--- src/rtl/decomp_pkg.sv ---
// ----------------------------------------------------------------------------
// decomp_pkg
// Shared definitions for the decompression front end: framer FSM state
// encoding, datapath width, compressed-mode field values carried in bits
// [63:62] of the first beat of every packet, and the skid buffer entry layout.
// No ports (package).
// ----------------------------------------------------------------------------
package decomp_pkg;

    localparam int DATA_W = 64;

    // Mode field values found in beat[63:62] of a packet's first beat.
    // SR is any value with the upper bit set (2'b1x).
    localparam logic [1:0] MODE_BPC = 2'b00;
    localparam logic [1:0] MODE_ZRL = 2'b01;
    localparam logic [1:0] MODE_SR  = 2'b10;

    typedef enum logic {
        ST_IDLE   = 1'b0,
        ST_STREAM = 1'b1
    } framer_state_t;

    typedef struct packed {
        logic [DATA_W-1:0] data;
        logic              sop;
        logic              eop;
    } skid_entry_t;

endpackage

--- src/rtl/decomp_skid_buf.sv ---
// ----------------------------------------------------------------------------
// decomp_skid_buf
// Two-entry registered valid/ready buffer. The head entry drives the pop side
// straight from registers, so the consumer sees no combinational path from
// the producer's data. Push is accepted while an entry is free, or while full
// if the head is popped in the same cycle.
// Ports:
//   clk, rst                 clock, asynchronous active-high reset
//   push_data_i [W-1:0]      payload in
//   push_valid_i             payload valid
//   push_ready_o             buffer can take the payload this cycle
//   pop_data_o  [W-1:0]      head payload
//   pop_valid_o              head entry is occupied
//   pop_ready_i              consumer takes the head this cycle
// ----------------------------------------------------------------------------
module decomp_skid_buf #(
    parameter int W = 66
) (
    input  logic         clk,
    input  logic         rst,
    input  logic [W-1:0] push_data_i,
    input  logic         push_valid_i,
    output logic         push_ready_o,
    output logic [W-1:0] pop_data_o,
    output logic         pop_valid_o,
    input  logic         pop_ready_i
);

    logic [W-1:0] r_head;
    logic [W-1:0] r_tail;
    logic [1:0]   r_count;
    logic         w_push;
    logic         w_pop;

    assign pop_valid_o  = (r_count != 2'd0);
    assign pop_data_o   = r_head;
    assign w_pop        = pop_valid_o && pop_ready_i;
    assign push_ready_o = (r_count != 2'd2) || w_pop;
    assign w_push       = push_valid_i && push_ready_o;

    // Storage update. A new entry lands in the head when the buffer is empty
    // (or drains to empty in the same cycle), otherwise behind the head. When
    // full with a simultaneous push and pop, the tail moves up and the new
    // entry takes its place, so the count stays at two.
    always_ff @(posedge clk or posedge rst) begin
        if (rst) begin
            r_head  <= '0;
            r_tail  <= '0;
            r_count <= 2'd0;
        end else begin
            case ({w_push, w_pop})
                2'b10: begin
                    if (r_count == 2'd0) begin
                        r_head <= push_data_i;
                    end else begin
                        r_tail <= push_data_i;
                    end
                    r_count <= r_count + 2'd1;
                end
                2'b01: begin
                    r_head  <= r_tail;
                    r_count <= r_count - 2'd1;
                end
                2'b11: begin
                    if (r_count == 2'd1) begin
                        r_head <= push_data_i;
                    end else begin
                        r_head <= r_tail;
                        r_tail <= push_data_i;
                    end
                end
                default: begin
                end
            endcase
        end
    end

endmodule

--- src/rtl/decomp_pkt_framer.sv ---
// ----------------------------------------------------------------------------
// decomp_pkt_framer
// Turns an unframed 64-bit compressed beat stream plus a per-packet length
// descriptor into the framed stream (data/valid/ready/sop/eop) consumed by the
// decompressor. Beats pass through unmodified, so the mode bits [63:62] of
// the first beat reach the decompressor intact. A 2-entry registered skid
// buffer isolates source timing from decompressor backpressure.
// Optional build macro: DECOMP_FRAMER_STATS_EN adds packet/beat counters.
// Ports:
//   clk, rst            clock, asynchronous active-high reset
//   desc_len_i          packet length in beats (0 is dropped with len_err_o)
//   desc_valid_i/o_rdy  descriptor handshake (desc_ready_o)
//   data_i/valid_i      source beat, accepted with ready_o
//   data_o/valid_o      framed beat to decompressor, taken with ready_i
//   sop_o/eop_o         first/last beat markers of the packet
//   len_err_o           one-cycle pulse after a zero-length descriptor
//   pkt_cnt_o           (stats build) packets delivered, wraps mod 2^32
//   beat_cnt_o          (stats build) beats delivered, wraps mod 2^32
// ----------------------------------------------------------------------------
module decomp_pkt_framer
    import decomp_pkg::*;
#(
    parameter int LEN_W = 8
) (
    input  logic              clk,
    input  logic              rst,
    input  logic [LEN_W-1:0]  desc_len_i,
    input  logic              desc_valid_i,
    output logic              desc_ready_o,
    input  logic [DATA_W-1:0] data_i,
    input  logic              valid_i,
    output logic              ready_o,
    output logic [DATA_W-1:0] data_o,
    output logic              valid_o,
    input  logic              ready_i,
    output logic              sop_o,
    output logic              eop_o,
    output logic              len_err_o
`ifdef DECOMP_FRAMER_STATS_EN
    ,
    output logic [31:0]       pkt_cnt_o,
    output logic [31:0]       beat_cnt_o
`endif
);

    framer_state_t    r_state;
    logic [LEN_W-1:0] r_remaining;
    logic             r_first;
    logic             r_len_err;

    skid_entry_t      w_push_entry;
    skid_entry_t      w_head_entry;
    logic             w_skid_ready;
    logic             w_skid_valid;
    logic             w_beat_acc;
    logic             w_last_beat;
    logic             w_desc_chain;

    assign w_last_beat  = (r_remaining == LEN_W'(1));
    assign ready_o      = (r_state == ST_STREAM) && w_skid_ready;
    assign w_beat_acc   = valid_i && ready_o;

    // A descriptor arriving together with the last beat of the current packet
    // is taken immediately so back-to-back packets stream without a bubble.
    assign w_desc_chain = w_beat_acc && w_last_beat && desc_valid_i
                          && (desc_len_i != '0);
    assign desc_ready_o = !rst && ((r_state == ST_IDLE) || w_desc_chain);
    assign len_err_o    = r_len_err;

    assign w_push_entry.data = data_i;
    assign w_push_entry.sop  = r_first;
    assign w_push_entry.eop  = w_last_beat;

    decomp_skid_buf #(
        .W ($bits(skid_entry_t))
    ) u_skid (
        .clk          (clk),
        .rst          (rst),
        .push_data_i  (w_push_entry),
        .push_valid_i (valid_i && (r_state == ST_STREAM)),
        .push_ready_o (w_skid_ready),
        .pop_data_o   (w_head_entry),
        .pop_valid_o  (w_skid_valid),
        .pop_ready_i  (ready_i)
    );

    // Markers are qualified by valid so a drained buffer never shows a stale
    // sop/eop from the entry that just left.
    assign data_o  = w_head_entry.data;
    assign valid_o = w_skid_valid;
    assign sop_o   = w_skid_valid && w_head_entry.sop;
    assign eop_o   = w_skid_valid && w_head_entry.eop;

    // Framer FSM. IDLE waits for a descriptor; a zero length is consumed and
    // flagged. STREAM counts beats down from the loaded length, marking the
    // first and last ones, then either chains straight into the next packet
    // or returns to IDLE. The counter never wraps: it leaves STREAM at 1.
    always_ff @(posedge clk or posedge rst) begin
        if (rst) begin
            r_state     <= ST_IDLE;
            r_remaining <= '0;
            r_first     <= 1'b0;
            r_len_err   <= 1'b0;
        end else begin
            r_len_err <= 1'b0;
            case (r_state)
                ST_IDLE: begin
                    if (desc_valid_i) begin
                        if (desc_len_i != '0) begin
                            r_remaining <= desc_len_i;
                            r_first     <= 1'b1;
                            r_state     <= ST_STREAM;
                        end else begin
                            r_len_err <= 1'b1;
                        end
                    end
                end
                ST_STREAM: begin
                    if (w_beat_acc) begin
                        if (w_last_beat) begin
                            if (w_desc_chain) begin
                                r_remaining <= desc_len_i;
                                r_first     <= 1'b1;
                            end else begin
                                r_remaining <= '0;
                                r_first     <= 1'b0;
                                r_state     <= ST_IDLE;
                            end
                        end else begin
                            r_remaining <= r_remaining - LEN_W'(1);
                            r_first     <= 1'b0;
                        end
                    end
                end
                default: begin
                    r_state <= ST_IDLE;
                end
            endcase
        end
    end

`ifdef DECOMP_FRAMER_STATS_EN
    logic [31:0] r_pkt_cnt;
    logic [31:0] r_beat_cnt;

    assign pkt_cnt_o  = r_pkt_cnt;
    assign beat_cnt_o = r_beat_cnt;

    // Delivery statistics, counted on the output handshake only so stalled
    // beats are not counted twice.
    always_ff @(posedge clk or posedge rst) begin
        if (rst) begin
            r_pkt_cnt  <= '0;
            r_beat_cnt <= '0;
        end else if (valid_o && ready_i) begin
            r_beat_cnt <= r_beat_cnt + 32'd1;
            if (eop_o) begin
                r_pkt_cnt <= r_pkt_cnt + 32'd1;
            end
        end
    end
`endif

endmodule

--- config.mk ---
export PLATFORM = sky130hd
export DESIGN_NAME = decomp_pkt_framer
export DESIGN_NICKNAME = d
export VERILOG_FILES = /design/src/rtl/decomp_pkg.sv /design/src/rtl/decomp_skid_buf.sv /design/src/rtl/decomp_pkt_framer.sv
export SDC_FILE = /design/constraint.sdc
export NUM_CORES = 1
export LEC_CHECK = 0
export ABC_AREA = 1
export CAP_MARGIN = 10
export CORE_MARGIN = 1.5
export CORE_UTILIZATION = 46
export DETAILED_ROUTE_END_ITERATION = 10
export PLACE_DENSITY_LB_ADDON = 0.3
export SLEW_MARGIN = 20
export SYNTH_ARGS = -nofsm -noshare
export SYNTH_HDL_FRONTEND = slang
export SYNTH_SLANG_ARGS = --single-unit
export TNS_END_PERCENT = 100
--- constraint.sdc ---
create_clock -name clk -period 6 [get_ports clk]
set_input_delay 1.2 -clock clk [delete_from_list [all_inputs] [get_ports clk]]
set_output_delay 1.2 -clock clk [all_outputs]
set_load 0.02 [all_outputs]
==> results of run 1 <==
area by class of cell:
type | instances | area, sq um | area share, %
clock buffer | 22 | 474 | 5.53
clock inverter | 10 | 85.1 | 0.992
inverter | 86 | 330 | 3.85
multi-input combinational | 499 | 2340 | 27.3
sequential | 145 | 3630 | 42.3
tap | 184 | 230 | 2.68
timing repair buffer | 149 | 1480 | 17.3
metrics by stage:
step,hold slack (ns),total power [W],util (%)
5_1_grt,0.497,0.00502,58.3
6_report,0.478,0.00466,58.3
2_1_floorplan,0.448,0.00328,-
4_1_cts,0.483,0.00471,58.3
3_5_place_dp,0.468,0.00370,54.5
3_3_place_gp,0.461,0.00365,54.5
worst min-delay path, delay by kind of cell (launching register included):
kind,cells,cell delay (ns)
flops,1,0.33
compound gates,1,0.06
simple gates,1,0.05
power breakdown:
part           switching (W)  total [W]  leakage [nW]  internal [W]
combinational        0.00116    0.00197          2.06      0.000811
sequential          0.000243    0.00169          1.72       0.00145
clock               0.000395   0.000994         0.268      0.000598
total                0.00180    0.00466          4.05       0.00286
worst max path at each step:
stage | startpoint | end | depth (start not counted)
2_1_floorplan | rst | len_err_o$_DFF_PP0_ | 1
3_3_place_gp | ready_i | desc_ready_o | 10
3_5_place_dp | ready_i | desc_ready_o | 10
4_1_cts | ready_i | desc_ready_o | 10
5_1_grt | ready_i | desc_ready_o | 10
6_report | ready_i | desc_ready_o | 10
routing by layer:
layer	routed length [um]	up-vias
met5	0	-
met4	293	0
met3	599	20
met2	6680	126
met1	6870	2443
li1	-	2749
layout by cell type (no fill, tap or decap):
master,instances
clkdlybuf4s50_1,146
dfrtp_1,145
ha_1,5
a31oi_1,20
clkinvlp_4,4
inv_8,1
nand3_4,1
o22ai_1,1
o21ai_4,1
inv_1,81
inv_2,4
clkbuf_8,3
a31oi_2,2
bufinv_16,1
xor2_1,3
o21ai_1,7
clkbuf_1,2
nand2_2,4
o21ai_0,125
nand4_1,1
a21oi_1,30
nand3_1,45
xnor2_1,2
o311ai_0,1
mux2_2,1
buf_4,3
nor2_1,66
o211ai_1,1
clkbuf_16,17
nand2_1,180
nand2_4,2
nor3_1,1
clkinv_2,5
state kept, by name, indices dropped and copies added (netlist names):
signal,count
r_first,1
len_err_o,1
r_remaining,8
u_skid.r_count,2
r_state,1
u_skid.r_tail,66
u_skid.pop_data_o,66
logic make-up (layout without fill, tap and decap cells):
| kind of cell | count (synthesis) | in the layout |
|---|---|---|
| and+or+nand+nor | 300 | 300 |
| buffers and inverters | 194 | 267 |
| AOI/OAI and AO/OA | 188 | 188 |
| DFF | 145 | 145 |
| adders and majority gates | 5 | 5 |
| xor gates and xnor gates | 5 | 5 |
| muxes | 1 | 1 |
==> metrics.cfg, run 1 <==
[critical_path]
regToRegEndpoint = u_skid.r_tail[43]$_DFFE_PP0P_
rr_worst_depth = 10
critPathTopFamily = buffers and inverters
cp.arrival_ns = 3.10
crit_required_ns = 4.80
cp_max_fo = 7
end_kind = output port
regToRegSetupSlack_ns = 2.87
crit_buf_inv = 3
critPathMaxStageDelay_ns = 0.61
cpMostUsedCell = nand2_1
start_kind = input pin
path_class = input pin to output port
r2r-start = u_skid.r_count[0]$_DFFE_PP0P_
cpMaxStageDelayCell = clkdlybuf4s50_1
crit_chain = clkdlybuf4s50_1 > nand2_4 > nand2_2 > nand2_2 > inv_1 > nand2_1 > nand2_1 > nand2_1 > nor2_1 > clkdlybuf4s50_1

[yosys]
synth-seq-cells = 145
ys_async_sr_fraction_pct = 100
yosys.cell_count.top_type = nand2_1
synth_area_leader_cell = dfrtp_1
synth_edf_count = 0
synth_common_cells = 180 x nand2_1, 145 x dfrtp_1, 125 x o21ai_0, 82 x inv_1, 69 x buf_4
synthSimpleGateAreaFrac_pct = 17.3
synthXorXnorAreaFrac_pct = 0.627
synth_cell_types = 28
muxShareOfSynthArea_pct = 0.161
synth-main-ff-cell = dfrtp_1
netlist.area_leader.share_pct = 52.0
ys_top_cells_by_area = dfrtp_1 52%, nand2_1 9.7%, o21ai_0 9.0%
synth_compound_area_share_pct = 14.2
syn_inst = 838
seq_area_frac_synth_pct = 52.0
syn-num-nets = 920
synth_area_per_cell_sq_um = 8.33
synth_top_family_by_area = simple AND/OR/NAND/NOR gates
yosysWarnings = 0
syn_area_sq_um = 6980
synthAdderAreaFrac_pct = 0.896

[timing]
hold_violations = 0
fin_crit_ns = 4.30
rsz0062_at_grt = false
drv_slew = 0
tns_ns = 0
relSlewSlack_pct = 30.3
fin_crit_sh_pct = 71.7
fmax_mhz = 232
setup_slack_ns = 1.70
finClkSkew_ns = 0.00786
tightest_slew_ns = 1.05
setup_violations = 0

[floorplanning]
initial_core_util_pct = 47.5
fp.dieH_um = 126
floorplan.io_pins = 147
row_count = 44
core-area_sq_um = 14700
die_w_um = 126
die-area_sq_um = 15900

[min_path]
worstHoldPathType = flop to flop
hold_path_end = u_skid.r_tail[8]$_DFFE_PP0P_
hold_depth = 2
hold_start = u_skid.r_tail[8]$_DFFE_PP0P_

[grt]
grt_usage_pct = 19.3
met1_usage_pct = 26.6
grtUsageMet3_pct = 4.16
grt-ovfl-total = 0
grt_pass1_vias = 4900
grt_pass1_wl_um = 24500
grt_max_degree = 112
busiest_layer = met2
antenna_found_initial = 0
gr-usage-met2_pct = 29.4

[cts]
cts_made_buffers = 17
cts_tree = done
clock_latency_ns = 0.42
post-cts-setup-buffer-count = 0
cts-resized-gates = 0
h-tree-depth = 4
path_clk_slew_ns = 0.05
cts_root_buffer = clkbuf_16
cts_sinks = 145
clockBufferDepth = 2
cts_hold_buf = 0

[routing]
via_count = 5338
dr.pass1.iters = 4
routed_wl_um = 14400
drc_errors = 0
drt_iter0_drc = 443
postRouteAntennaNets = 0
drt-wirelength-per-cell_um = 13.2
drt-vias-per-instance = 4.87

[final_layout]
fillers = 1288
syn2layout_area_growth_pct = 22.8
insertedDiodeCount = 0
layout.cells.non_filler = 1095
nets = 980
drive_gt1_share_pct = 5.38
stdcell_area_sq_um = 8570

[placement]
hpwl_um = 9220
port-buffer-count = 146
finalWeightedCongestion = 0.806
pre_cts_slack_ns = 1.71
place_inst = 1063
postPlaceCellArea_sq_um = 8010

[job]
cap_violations = 0

[power_and_ir_drop]
p_per_area_nw_per_um2 = 544
peakVddDrop_v = 0.000260
leakage_nw = 4.05

[outcome]
outcome = finished, final reports clean

No activity file was read; power rests on OpenSTA's default activity.
==> run 2: changes to the inputs <==
- clock period: 6 -> 3.8 ns (I/O delays scaled with it)
==> metrics.cfg, run 2 (same netlist as run 1, synthesis figures left out) <==
[floorplanning]
core-area_sq_um = 14700  ; unchanged
fp.dieH_um = 126  ; unchanged
floorplan.io_pins = 147  ; unchanged
die-area_sq_um = 15900  ; unchanged
initial_core_util_pct = 47.5  ; unchanged
row_count = 44  ; unchanged
die_w_um = 126  ; unchanged

[final_layout]
syn2layout_area_growth_pct = 24.4
final_core_util_pct = 59.1  ; +0.77 points
layout.cells.non_filler = 1098  ; +0.27%
drive_gt1_share_pct = 5.80  ; +0.42 points
insertedDiodeCount = 0  ; unchanged
layout_commonest_cell = nand2_1
nets = 983  ; +0.31%
layout_common_cells = 180 x nand2_1, 146 x clkdlybuf4s50_1, 145 x dfrtp_1

[timing]
relSlewSlack_pct = 46.8  ; +16 points
fin_crit_ns = 3.45
tightest_slew_ns = 0.795  ; -0.250 ns
tns_ns = 0  ; unchanged
hold_violations = 0  ; unchanged
setup_violations = 0  ; unchanged
drv_slew = 0  ; unchanged
rsz0062_at_grt = false
fin_crit_sh_pct = 90.7
setup_slack_ns = 0.352  ; -1.35 ns
finClkSkew_ns = 0.00598  ; -0.00188 ns
fmax_mhz = 290

[critical_path]
end_kind = output port
critPathMaxStageDelay_ns = 0.61  ; about the same
crit_chain = clkdlybuf4s50_1 > nand2_4 > nand2_2 > nand2_2 > inv_1 > nand2_1 > nand2_1 > nand2_1 > nor2_1 > clkdlybuf4s50_1
cp.arrival_ns = 2.69  ; -0.41 ns
path_class = input pin to output port
start_kind = input pin
rr_worst_depth = 9  ; -1
cp_max_fo = 7  ; unchanged
crit_required_ns = 3.04  ; -1.76 ns
cpMaxStageDelayCell = clkdlybuf4s50_1
cpMostUsedCell = nand2_1

[grt]
grt_pass1_vias = 4987  ; +1.8%
grt-ovfl-total = 0  ; unchanged
grt_usage_pct = 19.1  ; -0.19 points
antenna_found_initial = 0  ; unchanged
grt_max_degree = 129  ; +15%
grt_pass1_wl_um = 24200  ; -1.5%

[cts]
cts_made_buffers = 17  ; unchanged
cts_sinks = 145  ; unchanged
clockBufferDepth = 2  ; unchanged
clock_latency_ns = 0.42  ; about the same
cts_root_buffer = clkbuf_16
cts-resized-gates = 0  ; unchanged
h-tree-depth = 4  ; unchanged
post-cts-setup-buffer-count = 0  ; unchanged
cts_tree = done
path_clk_slew_ns = 0.05  ; about the same
cts_hold_buf = 0  ; unchanged

[routing]
dr.pass1.iters = 5  ; +1
drt-vias-per-instance = 4.88  ; about the same
drc_errors = 0  ; unchanged
via_count = 5355  ; +0.32%
postRouteAntennaNets = 0  ; unchanged
routed_wl_um = 14600  ; +0.96%
drt_iter0_drc = 306  ; -31%
drt-wirelength-per-cell_um = 13.3  ; +0.69%

[placement]
finalWeightedCongestion = 0.798  ; -0.94%
port-buffer-count = 146  ; unchanged
place_inst = 1066  ; +0.28%
pre_cts_slack_ns = 0.379  ; -1.33 ns
hpwl_um = 9410  ; +2.0%

[min_path]
hold_depth = 2  ; unchanged
worstHoldPathType = flop to flop

[power_and_ir_drop]
peakVddDrop_v = 0.000534  ; +110%
p_per_area_nw_per_um2 = 869  ; +60%
leakage_nw = 4.11  ; +1.5%
power_w = 0.00755  ; +62%

[outcome]
outcome = finished, final reports clean

[job]
cap_violations = 0  ; unchanged

-- run 2: report_power, final --
part	internal, W	total [W]	switching [W]	leakage, nW
sequential	0.00229	0.00267	0.000384	1.72
combinational	0.00131	0.00316	0.00185	2.08
clock	0.00110	0.00172	0.000623	0.306
total	0.00469	0.00755	0.00286	4.11
-- run 2: final timing paths --
kind,endpoint,slack (ns),from
setup reg to reg,u_skid.pop_data_o[51]$_DFFE_PP0P_,0.95,u_skid.r_count[0]$_DFFE_PP0P_
min in group asynchronous,len_err_o$_DFF_PP0_,0.72,rst
max in group asynchronous,u_skid.pop_data_o[48]$_DFFE_PP0P_,2.09,rst
hold / removal,u_skid.r_tail[2]$_DFFE_PP0P_,0.48,u_skid.r_tail[2]$_DFFE_PP0P_
hold reg to reg,u_skid.r_tail[2]$_DFFE_PP0P_,0.48,u_skid.r_tail[2]$_DFFE_PP0P_
setup / recovery,desc_ready_o,0.35,ready_i
-- run 2: layout make-up --
cell class                      count  area (sq um)
Fill cell                        1309          6010
Sequential cell                   145          3630
Multi-Input combinational cell    499          2340
Timing Repair Buffer              152          1540
Clock buffer                       22           484
Inverter                           86           327
Tap cell                          184           230
Clock inverter                     10           131
-- run 2: per-stage QoR --
| stage | hold slack (ns) | cell area (sq um) |
|---|---|---|
| after floorplan | 0.448 | 6980 |
| after global placement | 0.460 | 8070 |
| after detailed placement | 0.468 | 8070 |
| after CTS | 0.483 | 8690 |
| after global routing | 0.499 | 8690 |
| final | 0.478 | 8690 |
-- run 2: worst max-delay path: cells and delay by family --
kind,cells,cell delay [ns]
AND/OR/NAND/NOR,7,0.65
buffers and inverters,3,1.27
-- run 2: per-layer routing --
metal	wire (um)	global-route usage, %	vias up	share of wire, %
met2	6850	30.9	142	47
met3	668	4.29	20	4.6
met5	0	0	-	0
met4	274	7.23	0	1.9
li1	-	-	2739	-
met1	6780	25.1	2454	47
==> run 3: changes to the inputs <==
- CTS_BUF_LIST: unset -> sky130_fd_sc_hd__clkbuf_8 sky130_fd_sc_hd__clkbuf_16
- REMOVE_ABC_BUFFERS: unset -> 1
==> metrics.cfg, run 3 (same netlist as run 1, synthesis figures left out) <==
[critical_path]
crit_required_ns = 3.04  ; about the same
path_class = flop to output port
crit_chain = inv_1 > ha_1 > inv_2 > nand2_4 > nand2_2 > nand2_2 > inv_1 > nand2_1 > nand2_1 > nand2_1 > nor2_1 > clkdlybuf4s50_1
critPathMaxStageDelay_ns = 0.60  ; about the same
rr_worst_depth = 10  ; +1
cpMostUsedCell = nand2_1
cp.arrival_ns = 2.73  ; +0.04 ns
cpMaxStageDelayCell = clkdlybuf4s50_1
crit_buf_inv = 4  ; +1
startpoint = u_skid.r_count[0]$_DFFE_PP0P_
critPathTopFamily = buffers and inverters
path_depth = 12  ; +2
start_kind = flop
r2r-start = u_skid.r_count[0]$_DFFE_PP0P_
cp_max_fo = 7  ; unchanged
end_kind = output port

[timing]
hold_violations = 0  ; unchanged
fin_crit_sh_pct = 91.9  ; +1.2 points
hold_slack_ns = 0.479  ; +0.00139 ns
finClkSkew_ns = 0.00780  ; +0.00182 ns
rsz0062_at_grt = false
tns_ns = 0  ; unchanged
setup_violations = 0  ; unchanged
drv_slew = 0  ; unchanged
fmax_mhz = 286  ; -1.3%
relSlewSlack_pct = 48.9  ; +2.1 points
tightest_slew_ns = 0.766  ; -0.0291 ns
fin_crit_ns = 3.49  ; +0.0456 ns

[floorplanning]
floorplan.io_pins = 147  ; unchanged
row_count = 44  ; unchanged
die_w_um = 126  ; unchanged
fp.dieH_um = 126  ; unchanged
die-area_sq_um = 15900  ; unchanged
initial_core_util_pct = 47.5  ; unchanged
core-area_sq_um = 14700  ; unchanged

[grt]
grt_pass1_wl_um = 24800  ; +2.4%
grt-ovfl-total = 0  ; unchanged
antenna_found_initial = 0  ; unchanged
grt_pass1_vias = 5144  ; +3.1%
grt_max_degree = 85  ; -34%
grt_usage_pct = 19.5  ; +0.46 points

[cts]
clock_latency_ns = 0.41  ; about the same
cts_made_buffers = 17  ; unchanged
h-tree-depth = 4  ; unchanged
clockBufferDepth = 2  ; unchanged
cts-resized-gates = 0  ; unchanged
post-cts-setup-buffer-count = 0  ; unchanged
path_clk_slew_ns = 0.06  ; about the same
cts_tree = done
cts_sinks = 145  ; unchanged
cts_hold_buf = 0  ; unchanged
cts_root_buffer = clkbuf_16

[min_path]
hold_start = u_skid.r_tail[13]$_DFFE_PP0P_
hold_depth = 2  ; unchanged
worstHoldPathType = flop to flop

[power_and_ir_drop]
peakVddDrop_v = 0.000371  ; -31%
power_frac_seq_pct = 35.5  ; about the same
p_per_area_nw_per_um2 = 868  ; -0.13%
internal_power_w = 0.00468  ; -0.23%
comb_power_share_pct = 42.1  ; +0.3 points
p_switching_w = 0.00288  ; +0.64%
p_clk_share_pct = 22.4  ; -0.4 points
p_sw_share_pct = 38.1  ; +0.20 points
leakage_nw = 4.12  ; +0.16%

[placement]
hpwl_um = 9450  ; +0.49%
port-buffer-count = 146  ; unchanged
finalWeightedCongestion = 0.810  ; +1.5%

[routing]
via_count = 5374  ; +0.35%
drt-wirelength-per-cell_um = 13.5  ; +1.6%
drt_iter0_drc = 331  ; +8.2%
dr.pass1.iters = 4  ; -1
postRouteAntennaNets = 0  ; unchanged
drc_errors = 0  ; unchanged
drt-vias-per-instance = 4.88  ; about the same
routed_wl_um = 14900  ; +1.9%

[final_layout]
layout_commonest_cell = nand2_1
layout_common_cells = 180 x nand2_1, 146 x clkdlybuf4s50_1, 145 x dfrtp_1
syn2layout_area_growth_pct = 24.7
drive_gt1_share_pct = 6.11  ; +0.31 points
insertedDiodeCount = 0  ; unchanged
nets = 986  ; +0.31%

[job]
cap_violations = 0  ; unchanged

[outcome]
outcome = finished, final reports clean

[run 3: changes by cell type in the layout (fill, tap and decap cells not counted), sizes merged]
cell      delta
clkinvlp     +2
clkinv       -4
inv          +2
bufinv       -1
clkbuf       +1
buf          +3
[run 3: worst min-delay path: cells and delay by family (launching register included)]
family,cells,cell delay (ns)
simple gates,1,0.05
compound gates,1,0.06
flops,1,0.33
[run 3: power groups by stage]
stage                     Sequential [W]  Combinational (W)  Clock, W
after detailed placement         0.00270            0.00321         0
after global routing             0.00277            0.00355   0.00180
after global placement           0.00268            0.00314         0
after floorplan                  0.00305            0.00152         0
after CTS                        0.00269            0.00323   0.00173
final                            0.00269            0.00318   0.00169
[run 3: path summary, 6_finish.rpt]
kind / slack, ns / to
max: 0.31 / desc_ready_o
min: 0.48 / u_skid.r_tail[13]$_DFFE_PP0P_
max reg2reg: 1.20 / u_skid.pop_data_o[60]$_DFFE_PP0P_
min reg2reg: 0.48 / u_skid.r_tail[13]$_DFFE_PP0P_
max in group asynchronous: 2.22 / u_skid.r_tail[28]$_DFFE_PP0P_
min in group asynchronous: 0.82 / u_skid.r_tail[18]$_DFFE_PP0P_
[run 3: layout make-up]
cell class,instances,area [sq um]
fill,1296,5990
sequential,145,3630
multi-input combinational,499,2340
timing repair buffer,155,1570
clock buffer,23,508
inverter,86,328
tap,184,230
clock inverter,9,104
[run 3: metal layers]
metal	vias to the layer above	share of wire [%]	global-route usage, %	wire length (um)
li1	2749	-	-	-
met1	2482	46	24.7	6820
met2	121	48	32.1	7090
met3	22	4.5	5.48	672
met4	0	1.8	7.23	262
met5	-	0	0	0
[run 3: through the flow]
step	power, W	instances	utilization [%]	setup slack (ns)	area [sq um]
3_5_place_dp	0.00591	1069	55.1	0.323	8100
6_report	0.00756	1101	59.2	0.306	8710
5_1_grt	0.00812	1101	59.2	0.148	8710
3_3_place_gp	0.00582	1069	55.1	0.356	8100
4_1_cts	0.00765	1101	59.2	0.268	8710
2_1_floorplan	0.00457	730	-	-0.855	6270
